===== config.mk =====
export PLATFORM = sky130hd
export DESIGN_NAME = user_locked_regbank_flat
export DESIGN_NICKNAME = d
export VERILOG_FILES = /design/src/rtl/user_locked_regbank_if.sv /design/src/rtl/user_locked_regbank.sv /design/src/flat_wrapper.sv
export SDC_FILE = /design/constraint.sdc
export NUM_CORES = 1
export LEC_CHECK = 0
export CAP_MARGIN = 10
export CORE_MARGIN = 3
export CORE_UTILIZATION = 30
export DETAILED_ROUTE_END_ITERATION = 16
export HOLD_SLACK_MARGIN = 0.1
export RECOVER_POWER = 50
export SETUP_SLACK_MARGIN = 0.5
export SKIP_LAST_GASP = 1
export SLEW_MARGIN = 25
export SYNTH_ARGS = -nofsm -noshare
export SYNTH_HDL_FRONTEND = slang
export SYNTH_SLANG_ARGS = --single-unit
export TNS_END_PERCENT = 50

===== constraint.sdc =====
create_clock -name clk -period 3.6 [get_ports clk]
set_input_delay 0.54 -clock clk [delete_from_list [all_inputs] [get_ports clk]]
set_output_delay 0.54 -clock clk [all_outputs]
set_load 0.03 [all_outputs]

===== src/rtl/user_locked_regbank_if.sv =====
// -----------------------------------------------------------------------------
// user_locked_regbank_if
// Request/response bundle for the user-locked register bank.
//
// Master drives : usr_id, addr, wr_en, wr_data, lock_req, unlock_req,
//                 rd_addr, viol_clr
// Slave drives  : rd_data, locked, viol, viol_cnt
//
// AW follows the bank: max(1, clog2(NUM_REGS)).
// -----------------------------------------------------------------------------
interface user_locked_regbank_if #(
   parameter int DATA_W   = 8,
   parameter int NUM_REGS = 4,
   parameter int ID_W     = 2
);
   localparam int AW = (NUM_REGS > 1) ? $clog2(NUM_REGS) : 1;

   logic [ID_W-1:0]     usr_id;
   logic [AW-1:0]       addr;
   logic                wr_en;
   logic [DATA_W-1:0]   wr_data;
   logic                lock_req;
   logic                unlock_req;
   logic [AW-1:0]       rd_addr;
   logic [DATA_W-1:0]   rd_data;
   logic [NUM_REGS-1:0] locked;
   logic                viol;
   logic                viol_clr;
   logic [7:0]          viol_cnt;

   modport master (
      output usr_id, addr, wr_en, wr_data, lock_req, unlock_req, rd_addr, viol_clr,
      input  rd_data, locked, viol, viol_cnt
   );

   modport slave (
      input  usr_id, addr, wr_en, wr_data, lock_req, unlock_req, rd_addr, viol_clr,
      output rd_data, locked, viol, viol_cnt
   );
endinterface


===== src/rtl/user_locked_regbank.sv =====
// -----------------------------------------------------------------------------
// user_locked_regbank
// Bank of NUM_REGS registers, each guarded by an OPEN/LOCKED state machine
// with an owner ID. Writes are allowed from PRIV_ID while OPEN and from the
// owner while LOCKED. Rejected requests raise a one-cycle viol pulse.
//
// Ports:
//   clk   - single clock, rising edge
//   rst_n - asynchronous active-low reset
//   bus   - user_locked_regbank_if.slave (requests in, read data/status out)
//
// Optional feature: define ULR_VIOL_CNT_EN to enable the saturating 8-bit
// violation counter (cleared by viol_clr from PRIV_ID). Without it, viol_cnt
// is tied to 0 and viol_clr is ignored.
// -----------------------------------------------------------------------------
module user_locked_regbank #(
   parameter int              DATA_W   = 8,
   parameter int              NUM_REGS = 4,
   parameter int              ID_W     = 2,
   parameter logic [ID_W-1:0] PRIV_ID  = ID_W'(2)
) (
   input logic                   clk,
   input logic                   rst_n,
   user_locked_regbank_if.slave  bus
);
   localparam int AW    = (NUM_REGS > 1) ? $clog2(NUM_REGS) : 1;
   // Read array is padded to the full address space so out-of-range
   // addresses land on hard-wired zero slots.
   localparam int SLOTS = 1 << AW;

   typedef enum logic {
      ST_OPEN   = 1'b0,
      ST_LOCKED = 1'b1
   } reg_state_t;

   logic                usr_priv;
   logic [SLOTS-1:0]    wr_ok;
   logic [SLOTS-1:0]    lock_ok;
   logic [SLOTS-1:0]    unlock_ok;
   logic [NUM_REGS-1:0] locked_vec;
   logic [DATA_W-1:0]   data_arr [SLOTS];
   logic                reject;

   logic [DATA_W-1:0]   rd_data_q;
   logic                viol_q;

   assign usr_priv = (bus.usr_id == PRIV_ID);

   genvar gi;
   generate
      for (gi = 0; gi < SLOTS; gi++) begin : g_slot
         if (gi < NUM_REGS) begin : g_reg
            reg_state_t        state_q, state_d;
            logic [ID_W-1:0]   owner_q, owner_d;
            logic [DATA_W-1:0] data_q, data_d;
            logic              hit;
            logic              is_owner;

            assign hit      = (bus.addr == AW'(gi));
            assign is_owner = (bus.usr_id == owner_q);

            // Write permission is judged on the current state, so a write
            // combined with lock/unlock sees the pre-transition state.
            assign wr_ok[gi]     = hit & bus.wr_en &
                                   ((state_q == ST_OPEN) ? usr_priv : is_owner);
            assign lock_ok[gi]   = hit & bus.lock_req & ~bus.unlock_req &
                                   (state_q == ST_OPEN);
            assign unlock_ok[gi] = hit & bus.unlock_req & ~bus.lock_req &
                                   (state_q == ST_LOCKED) & (is_owner | usr_priv);

            always_comb begin
               state_d = state_q;
               owner_d = owner_q;
               data_d  = data_q;
               if (wr_ok[gi]) data_d = bus.wr_data;
               case (state_q)
                  ST_OPEN: begin
                     if (lock_ok[gi]) begin
                        state_d = ST_LOCKED;
                        owner_d = bus.usr_id;
                     end
                  end
                  ST_LOCKED: begin
                     // Owner is retained on unlock.
                     if (unlock_ok[gi]) state_d = ST_OPEN;
                  end
                  default: state_d = ST_OPEN;
               endcase
            end

            always_ff @(posedge clk or negedge rst_n) begin
               if (!rst_n) begin
                  state_q <= ST_OPEN;
                  owner_q <= '0;
                  data_q  <= '0;
               end else begin
                  state_q <= state_d;
                  owner_q <= owner_d;
                  data_q  <= data_d;
               end
            end

            assign data_arr[gi]   = data_q;
            assign locked_vec[gi] = (state_q == ST_LOCKED);
         end else begin : g_pad
            assign wr_ok[gi]     = 1'b0;
            assign lock_ok[gi]   = 1'b0;
            assign unlock_ok[gi] = 1'b0;
            assign data_arr[gi]  = '0;
         end
      end
   endgenerate

   // Any asserted request that no register accepted is a violation; this
   // covers out-of-range addresses and simultaneous lock/unlock.
   assign reject = (bus.wr_en      & ~(|wr_ok))   |
                   (bus.lock_req   & ~(|lock_ok)) |
                   (bus.unlock_req & ~(|unlock_ok));

   always_ff @(posedge clk or negedge rst_n) begin
      if (!rst_n) begin
         rd_data_q <= '0;
         viol_q    <= 1'b0;
      end else begin
         rd_data_q <= data_arr[bus.rd_addr];
         viol_q    <= reject;
      end
   end

   assign bus.rd_data = rd_data_q;
   assign bus.locked  = locked_vec;
   assign bus.viol    = viol_q;

`ifdef ULR_VIOL_CNT_EN
   logic [7:0] viol_cnt_q, viol_cnt_d;

   // Increment lands on the same edge that raises viol; a privileged clear
   // wins over a concurrent increment.
   always_comb begin
      viol_cnt_d = viol_cnt_q;
      if (bus.viol_clr && usr_priv) begin
         viol_cnt_d = '0;
      end else if (reject && (viol_cnt_q != 8'hFF)) begin
         viol_cnt_d = viol_cnt_q + 8'd1;
      end
   end

   always_ff @(posedge clk or negedge rst_n) begin
      if (!rst_n) viol_cnt_q <= '0;
      else        viol_cnt_q <= viol_cnt_d;
   end

   assign bus.viol_cnt = viol_cnt_q;
`else
   logic unused_viol_clr;
   assign unused_viol_clr = bus.viol_clr;
   assign bus.viol_cnt    = 8'h00;
`endif

endmodule

===== src/flat_wrapper.sv =====
// flat-port wrapper written by rule: the top's interface ports become plain ports
module user_locked_regbank_flat 
#(
   parameter int              DATA_W   = 8,
   parameter int              NUM_REGS = 4,
   parameter int              ID_W     = 2,
   parameter logic [ID_W-1:0] PRIV_ID  = ID_W'(2)
)
  (clk, rst_n, bus_usr_id, bus_addr, bus_wr_en, bus_wr_data, bus_lock_req, bus_unlock_req, bus_rd_addr, bus_viol_clr, bus_rd_data, bus_locked, bus_viol, bus_viol_cnt);
  user_locked_regbank_if #(.DATA_W(DATA_W), .NUM_REGS(NUM_REGS), .ID_W(ID_W)) bus_i ();
  input logic clk;
  input logic rst_n;
  input wire logic [$bits(bus_i.usr_id)-1:0] bus_usr_id;
  input wire logic [$bits(bus_i.addr)-1:0] bus_addr;
  input wire logic [$bits(bus_i.wr_en)-1:0] bus_wr_en;
  input wire logic [$bits(bus_i.wr_data)-1:0] bus_wr_data;
  input wire logic [$bits(bus_i.lock_req)-1:0] bus_lock_req;
  input wire logic [$bits(bus_i.unlock_req)-1:0] bus_unlock_req;
  input wire logic [$bits(bus_i.rd_addr)-1:0] bus_rd_addr;
  input wire logic [$bits(bus_i.viol_clr)-1:0] bus_viol_clr;
  output wire logic [$bits(bus_i.rd_data)-1:0] bus_rd_data;
  output wire logic [$bits(bus_i.locked)-1:0] bus_locked;
  output wire logic [$bits(bus_i.viol)-1:0] bus_viol;
  output wire logic [$bits(bus_i.viol_cnt)-1:0] bus_viol_cnt;
  assign bus_i.usr_id = bus_usr_id;
  assign bus_i.addr = bus_addr;
  assign bus_i.wr_en = bus_wr_en;
  assign bus_i.wr_data = bus_wr_data;
  assign bus_i.lock_req = bus_lock_req;
  assign bus_i.unlock_req = bus_unlock_req;
  assign bus_i.rd_addr = bus_rd_addr;
  assign bus_i.viol_clr = bus_viol_clr;
  assign bus_rd_data = bus_i.rd_data;
  assign bus_locked = bus_i.locked;
  assign bus_viol = bus_i.viol;
  assign bus_viol_cnt = bus_i.viol_cnt;
  user_locked_regbank #(.DATA_W(DATA_W), .NUM_REGS(NUM_REGS), .ID_W(ID_W), .PRIV_ID(PRIV_ID)) u_core (.clk(clk), .rst_n(rst_n), .bus(bus_i));
endmodule

==> impl_metrics.json, run 1 <==
{
  "grt_overflow": 0,
  "routed_wl_mm": 5.209,
  "synthTopCellsByArea": "dfrtp_1 (50%), mux2_2 (15%), mux4_2 (6.9%), buf_4 (3.4%), o21ai_0 (2.5%)",
  "violations": "max-capacitance violations, max-slew violations",
  "grt_max_degree": 31,
  "vias_per_cell": 4.880,
  "placedCellCount": 341,
  "max_freq_mhz": 377.7,
  "worst_setup_path_end_kind": "flip-flop",
  "core_sq_um": 8382,
  "cap_violations": 1,
  "grt_pass1_vias": 1719,
  "clock_latency_ns": 0.30,
  "antenna_found_initial": 0,
  "die-height_um": 99.63,
  "hold_violations": 0,
  "instances_no_fill": 349,
  "clock_sinks": 53,
  "cts.clk_slew.worst_paths_ns": 0.10,
  "p_leak_nw": 1.277,
  "routabilityCongestion": 0.8040,
  "grt_setup_unrepaired": "false",
  "n_antenna_cell": 0,
  "synthToLayoutAreaGrowth_pct": 16.75,
  "cts_buffers": 5,
  "post_cts_buffers": 0,
  "grt_pass1_wl_mm": 8.935,
  "synth-warning-count": 0,
  "routed-via-count": 1703,
  "yosys.area.top_type": "dfrtp_1",
  "start_kind": "primary input",
  "clockBufferDepth": 2,
  "drt_iter0_drc": 99,
  "period_share": 0.7354,
  "finalCriticalPeriod_ns": 2.647,
  "synth_most_common_cell": "dfrtp_1",
  "crit_required_ns": 3.80,
  "finClkSkew_ns": 0.002704,
  "antenna_left": 0,
  "ys_ff_latch": 53,
  "drt-pass1-iter-count": 4,
  "cts_root_buf": "clkbuf_8",
  "criticalPathCategory": "in2reg",
  "irDropWorstVdd_uv": 188.8,
  "grt_usage": 0.1145,
  "dpl_cell_area_sq_um": 2985,
  "cts_tree": "done",
  "drive_above_1_share": 0.2418,
  "synthTopCellsByCount": "dfrtp_1 (53), mux2_2 (35), o21ai_0 (13)",
  "setup_slack_ns": 0.9525,
  "drc": 0,
  "postSynthAreaPerCell_sq_um": 12.29,
  "hp-class": "in2async",
  "cts_resized": 0,
  "initial_utilization": 0.3138,
  "worstPathArrival_ns": 2.85,
  "ys_seq_area_frac": 0.5043,
  "setup_viol_count_final": 0,
  "final_core_util": 0.3663,
  "cts.htree.levels": 2,
  "status": "finished with violations",
  "setup-tns-final_ns": 0,
  "max-slew-margin-rel": -0.02483,
  "synthCells": 214,
  "final_cell_area_sq_um": 3070,
  "maxSlewViolCount": 31,
  "critPathMaxFanout": 17,
  "synth_ff_type": "dfrtp_1",
  "fp.dieW_um": 99.63,
  "rows": 33,
  "pwr_density_cell_nw_per_um2": 616.3,
  "synthArstFlopShare": 1.000,
  "dpl_worst_slack_ns": 0.6374,
  "hpwl_mm": 3.628,
  "ios": 41,
  "worstMarginPinSlew_ns": 1.537,
  "synthesis.area_sq_um": 2630,
  "netlist.area_leader.share": 0.5043,
  "wl_per_cell_um": 14.93,
  "fin_nets": 263,
  "postCtsHoldBufs": 0,
  "synthDistinctLibCells": 41,
  "dieArea_sq_um": 9926,
  "synth_edf_count": 0,
  "port_buffers": 31
}
## kinds of logic (layout without fill, tap and decap cells)
group,Yosys count,after routing,synth area share
flip-flops,53,53,0.5043
buffers and inverters,29,52,0.06232
AND/OR/NAND/NOR,52,52,0.1118
AO/OA/AOI/OAI,32,32,0.08849
XOR/XNOR,4,4,0.01332
other,1,8,0.001426
multiplexers,43,43,0.2184
## worst paths after layout
path / start / end / slack, ns / cells past startpoint
max: bus_usr_id[1] / u_core.g_slot[2].g_reg.data_q[2]$_DFFE_PN0P_ / 0.95 / 5
min: rst_n / u_core.g_slot[1].g_reg.state_q$_DFF_PN0_ / 0.51 / 1
max reg2reg: u_core.g_slot[2].g_reg.owner_q[1]$_DFFE_PN0P_ / u_core.g_slot[2].g_reg.data_q[2]$_DFFE_PN0P_ / 1.75 / 4
min reg2reg: u_core.g_slot[2].g_reg.data_q[4]$_DFFE_PN0P_ / u_core.g_slot[2].g_reg.data_q[4]$_DFFE_PN0P_ / 0.51 / 1
max in group asynchronous: rst_n / u_core.g_slot[1].g_reg.data_q[6]$_DFFE_PN0P_ / 1.05 / 2
min in group clk: u_core.g_slot[2].g_reg.data_q[4]$_DFFE_PN0P_ / u_core.g_slot[2].g_reg.data_q[4]$_DFFE_PN0P_ / 0.51 / 1
## flip-flops by register name, summed over array words and instances (netlist names)
name and count:
u_core.g_slot.g_reg.owner_q 8, u_core.bus.viol 1, u_core.g_slot.g_reg.data_q 32, u_core.bus.rd_data 8
u_core.g_slot.g_reg.state_q 4
## area by class of cell
type                    count  area (sq um)
multi-input cells         139          1166
clock buffers               5         68.82
flip-flops and latches     53          1326
clock inverters             3         21.27
inverters                  11         41.29
well taps                 105         131.4
fillers                   817          5311
repair buffers             33         315.3
## worst max-delay path: stages
cell           delay, ns
dlygate4sd3_1       0.98
xnor2_1             0.18
a31o_2              0.28
a22oi_2             0.46
mux2_2              0.40
## routing by layer
layer  track usage  routed length, um  vias up  share of wire
met5             0                  0        -              0
met4       0.03782                 58        0          0.011
met3       0.02454                138        5          0.026
met2        0.1813               2555       26           0.49
met1        0.1563               2456      863           0.47
li1              -                  -      809              -
## cells in the final DEF, fill, tap and decap left out, types with 3 or more instances in the layout
master,count
nand3_1,3
nor2_1,5
dlygate4sd3_1,3
mux4_2,8
nor4_1,4
nor3_1,7
conb_1,8
inv_1,11
dfrtp_1,53
nand2_1,9
o21ai_0,13
mux2_2,35
clkdlybuf4s50_1,27
clkbuf_8,5
a21oi_1,5
nand2b_1,10
## power by group
group	total (W)	switching, W	internal, W	leakage (nW)
combinational	0.000612	0.000285	0.000327	0.595
clock	0.000343	0.000204	0.000139	0.0445
sequential	0.000937	0.000123	0.000814	0.638
total	0.00189	0.000613	0.00128	1.28
## through the flow
step / hold slack, ns / total power [W]
2_1_floorplan: 0.2444 / 0.001372
3_3_place_gp: 0.4822 / 0.001552
3_5_place_dp: 0.4879 / 0.001570
4_1_cts: 0.2286 / 0.001918
5_1_grt: 0.5252 / 0.002017
6_report: 0.5063 / 0.001892
(Power assumes the default switching activity.)
==> run 2: changes to the inputs <==
==> constraint.sdc (replaced) <==
create_clock -name clk -period 2.6 [get_ports clk]
set_input_delay 0.39 -clock clk [delete_from_list [all_inputs] [get_ports clk]]
set_output_delay 0.39 -clock clk [all_outputs]
set_load 0.03 [all_outputs]
==> run 2 against run 1 <==
The run now ends clean. Setup slack worse by 0.50 ns. Sequential share of layout area down 2.3 points. Critical path depth up 1. Worst hold slack better by 0.00075 ns. Utilization up 2.1 points. Die area unchanged.
==> impl_metrics.json, run 2 (synthesis gave the netlist of run 1 again) <==
{
  "maxSlewViolCount": 0,
  "p_sw_w": 0.0008408,
  "status": "finished clean",
  "hold_start": "u_core.g_slot[2].g_reg.data_q[3]$_DFFE_PN0P_",
  "reg2reg_slack_ns": 0.83,
  "antenna_found_initial": 0,
  "criticalPathCategory": "in2reg",
  "finalCriticalPeriod_ns": 2.149,
  "start_kind": "primary input",
  "hold_violations": 0,
  "top_register": "u_core.g_slot.g_reg.data_q",
  "largest_reg_flops": 32,
  "worst_setup_path_end_kind": "flip-flop",
  "die-height_um": 99.63,
  "fin_nets": 275,
  "switching_share": 0.3084,
  "hp-class": "reg2reg",
  "n_antenna_cell": 0,
  "final_cell_area_sq_um": 3246,
  "synthToLayoutAreaGrowth_pct": 23.41,
  "worstMarginPinSlew_ns": 0.9967,
  "p_leak_nw": 1.383,
  "clock_sinks": 53,
  "cts.clk_slew.worst_paths_ns": 0.09,
  "routabilityCongestion": 0.7750,
  "wl_per_cell_um": 14.90,
  "drive_above_1_share": 0.2695,
  "dieArea_sq_um": 9926,
  "irDropWorstVdd_uv": 314.3,
  "initial_utilization": 0.3138,
  "ios": 41,
  "drt-pass1-iter-count": 4,
  "grt_setup_unrepaired": "true",
  "drc": 0,
  "max_freq_mhz": 465.4,
  "antenna_left": 0,
  "rr_endpoint": "u_core.g_slot[3].g_reg.data_q[3]$_DFFE_PN0P_",
  "grt_max_degree": 38,
  "hold_depth": 1,
  "clock_latency_ns": 0.30,
  "finClkSkew_ns": 0.007870,
  "routed-via-count": 1729,
  "setup-tns-final_ns": 0,
  "clockBufferDepth": 2,
  "cts.htree.levels": 2,
  "setup_viol_count_final": 0,
  "drt_iter0_drc": 73,
  "cts_tree": "done",
  "whs_ns": 0.5070,
  "critPathMaxFanout": 8,
  "cts_buffers": 5,
  "crit_required_ns": 2.79,
  "r2r-start": "u_core.g_slot[3].g_reg.owner_q[1]$_DFFE_PN0P_",
  "cap_violations": 0,
  "period_share": 0.8265,
  "nFillCells": 802,
  "cell_internal_pwr_w": 0.001885,
  "worstPathArrival_ns": 2.34,
  "cts_root_buf": "clkbuf_8",
  "pwr_density_cell_nw_per_um2": 840.0,
  "port_buffers": 31,
  "most-common-layout-cells": "dfrtp_1 (53), mux2_2 (35), clkdlybuf4s50_1 (26), o21ai_0 (13), inv_1 (11)",
  "grt_usage": 0.1158,
  "layout_commonest_cell": "dfrtp_1",
  "whs_endpoint": "u_core.g_slot[2].g_reg.data_q[3]$_DFFE_PN0P_",
  "vias_per_cell": 4.789,
  "power.share.clock": 0.204,
  "ff2ff_path_depth": 5,
  "core_sq_um": 8382,
  "grt_overflow": 0,
  "seq_power_share": 0.477,
  "grt_pass1_wl_mm": 9.121,
  "combinationalPowerShare": 0.318,
  "rows": 33,
  "grt_pass1_vias": 1812,
  "fp.dieW_um": 99.63,
  "hpwl_mm": 3.788,
  "max-slew-margin-rel": 0.3355,
  "routed_wl_mm": 5.378,
  "dpl_cell_area_sq_um": 3078
}
[run 2: cell count changes in the layout (fill, tap and decap cells not counted), sizes merged]
cell and change:
buf +10, clkbuf +2, dlymetal6s2s +2, bufinv +1
clkdlybuf4s50 -1, clkinvlp -1, inv -1
[run 2: worst max-delay path by stage]
stage                                              endpoint  cells after the start     startpoint  slack (ns)
2_1_floorplan                     u_core.bus.viol$_DFF_PN0_                      6  bus_usr_id[1]        0.84
3_3_place_gp   u_core.g_slot[0].g_reg.data_q[4]$_DFFE_PN0P_                      6  bus_usr_id[0]        0.18
3_5_place_dp   u_core.g_slot[0].g_reg.data_q[7]$_DFFE_PN0P_                      6  bus_usr_id[0]        0.17
4_1_cts        u_core.g_slot[1].g_reg.data_q[7]$_DFFE_PN0P_                      7  bus_usr_id[0]        0.51
5_1_grt        u_core.g_slot[1].g_reg.data_q[0]$_DFFE_PN0P_                      6    bus_addr[0]        0.40
6_report       u_core.g_slot[1].g_reg.data_q[7]$_DFFE_PN0P_                      6    bus_addr[0]        0.45
[run 2: layout make-up]
| class | instances | area [sq um] | share of cell area |
|---|---|---|---|
| sequential | 53 | 1326 | 0.4086 |
| multi-input combinational | 139 | 1167 | 0.3597 |
| tap | 105 | 131.4 | 0.04048 |
| inverter | 11 | 41.29 | 0.01272 |
| timing repair buffer | 45 | 467.9 | 0.1442 |
| clock buffer | 6 | 72.57 | 0.02236 |
| clock inverter | 2 | 38.79 | 0.01195 |
[run 2: power by group through the flow]
stage | Clock [W] | Combinational (W) | Sequential (W)
6_report | 0.000556 | 0.000868 | 0.00130
2_1_floorplan | 0 | 0.000516 | 0.00138
3_5_place_dp | 0 | 0.000872 | 0.00132
4_1_cts | 0.000577 | 0.000878 | 0.00130
3_3_place_gp | 0 | 0.000857 | 0.00131
5_1_grt | 0.000611 | 0.000944 | 0.00135
[run 2: critical path: stages]
cell           delay (ns)
dlygate4sd3_1        0.65
nor2b_1              0.19
nor3b_1              0.15
a211o_2              0.35
nand2_2              0.23
mux2_2               0.37
[run 2: through the flow]
step	worst slack (ns)	utilization	instances	power, W
3_5_place_dp	0.1669	0.3672	350	0.002193
3_3_place_gp	0.1752	0.3672	350	0.002162
4_1_cts	0.5100	0.3841	360	0.002758
5_1_grt	0.3958	0.3872	361	0.002903
6_report	0.4511	0.3872	361	0.002726
2_1_floorplan	0.8391	-	221	0.001899
[run 2: routing by layer]
metal / part of all wire / up-vias / track usage
li1: - / 833 / -
met1: 0.47 / 863 / 0.1546
met2: 0.49 / 29 / 0.1885
met3: 0.028 / 4 / 0.02735
met4: 0.013 / 0 / 0.03256
met5: 0 / - / 0
[run 2: repair_timing]
item | in CTS | in global routing
pin swaps | 1 | 1
cloned | 0 | 1
hold buffers | 1 | 0
hold endpoints to repair | 16 | 0
resized for setup | 0 | 3
endpoints found under the setup margin | 9 | 9
setup buffers | 1 | 0
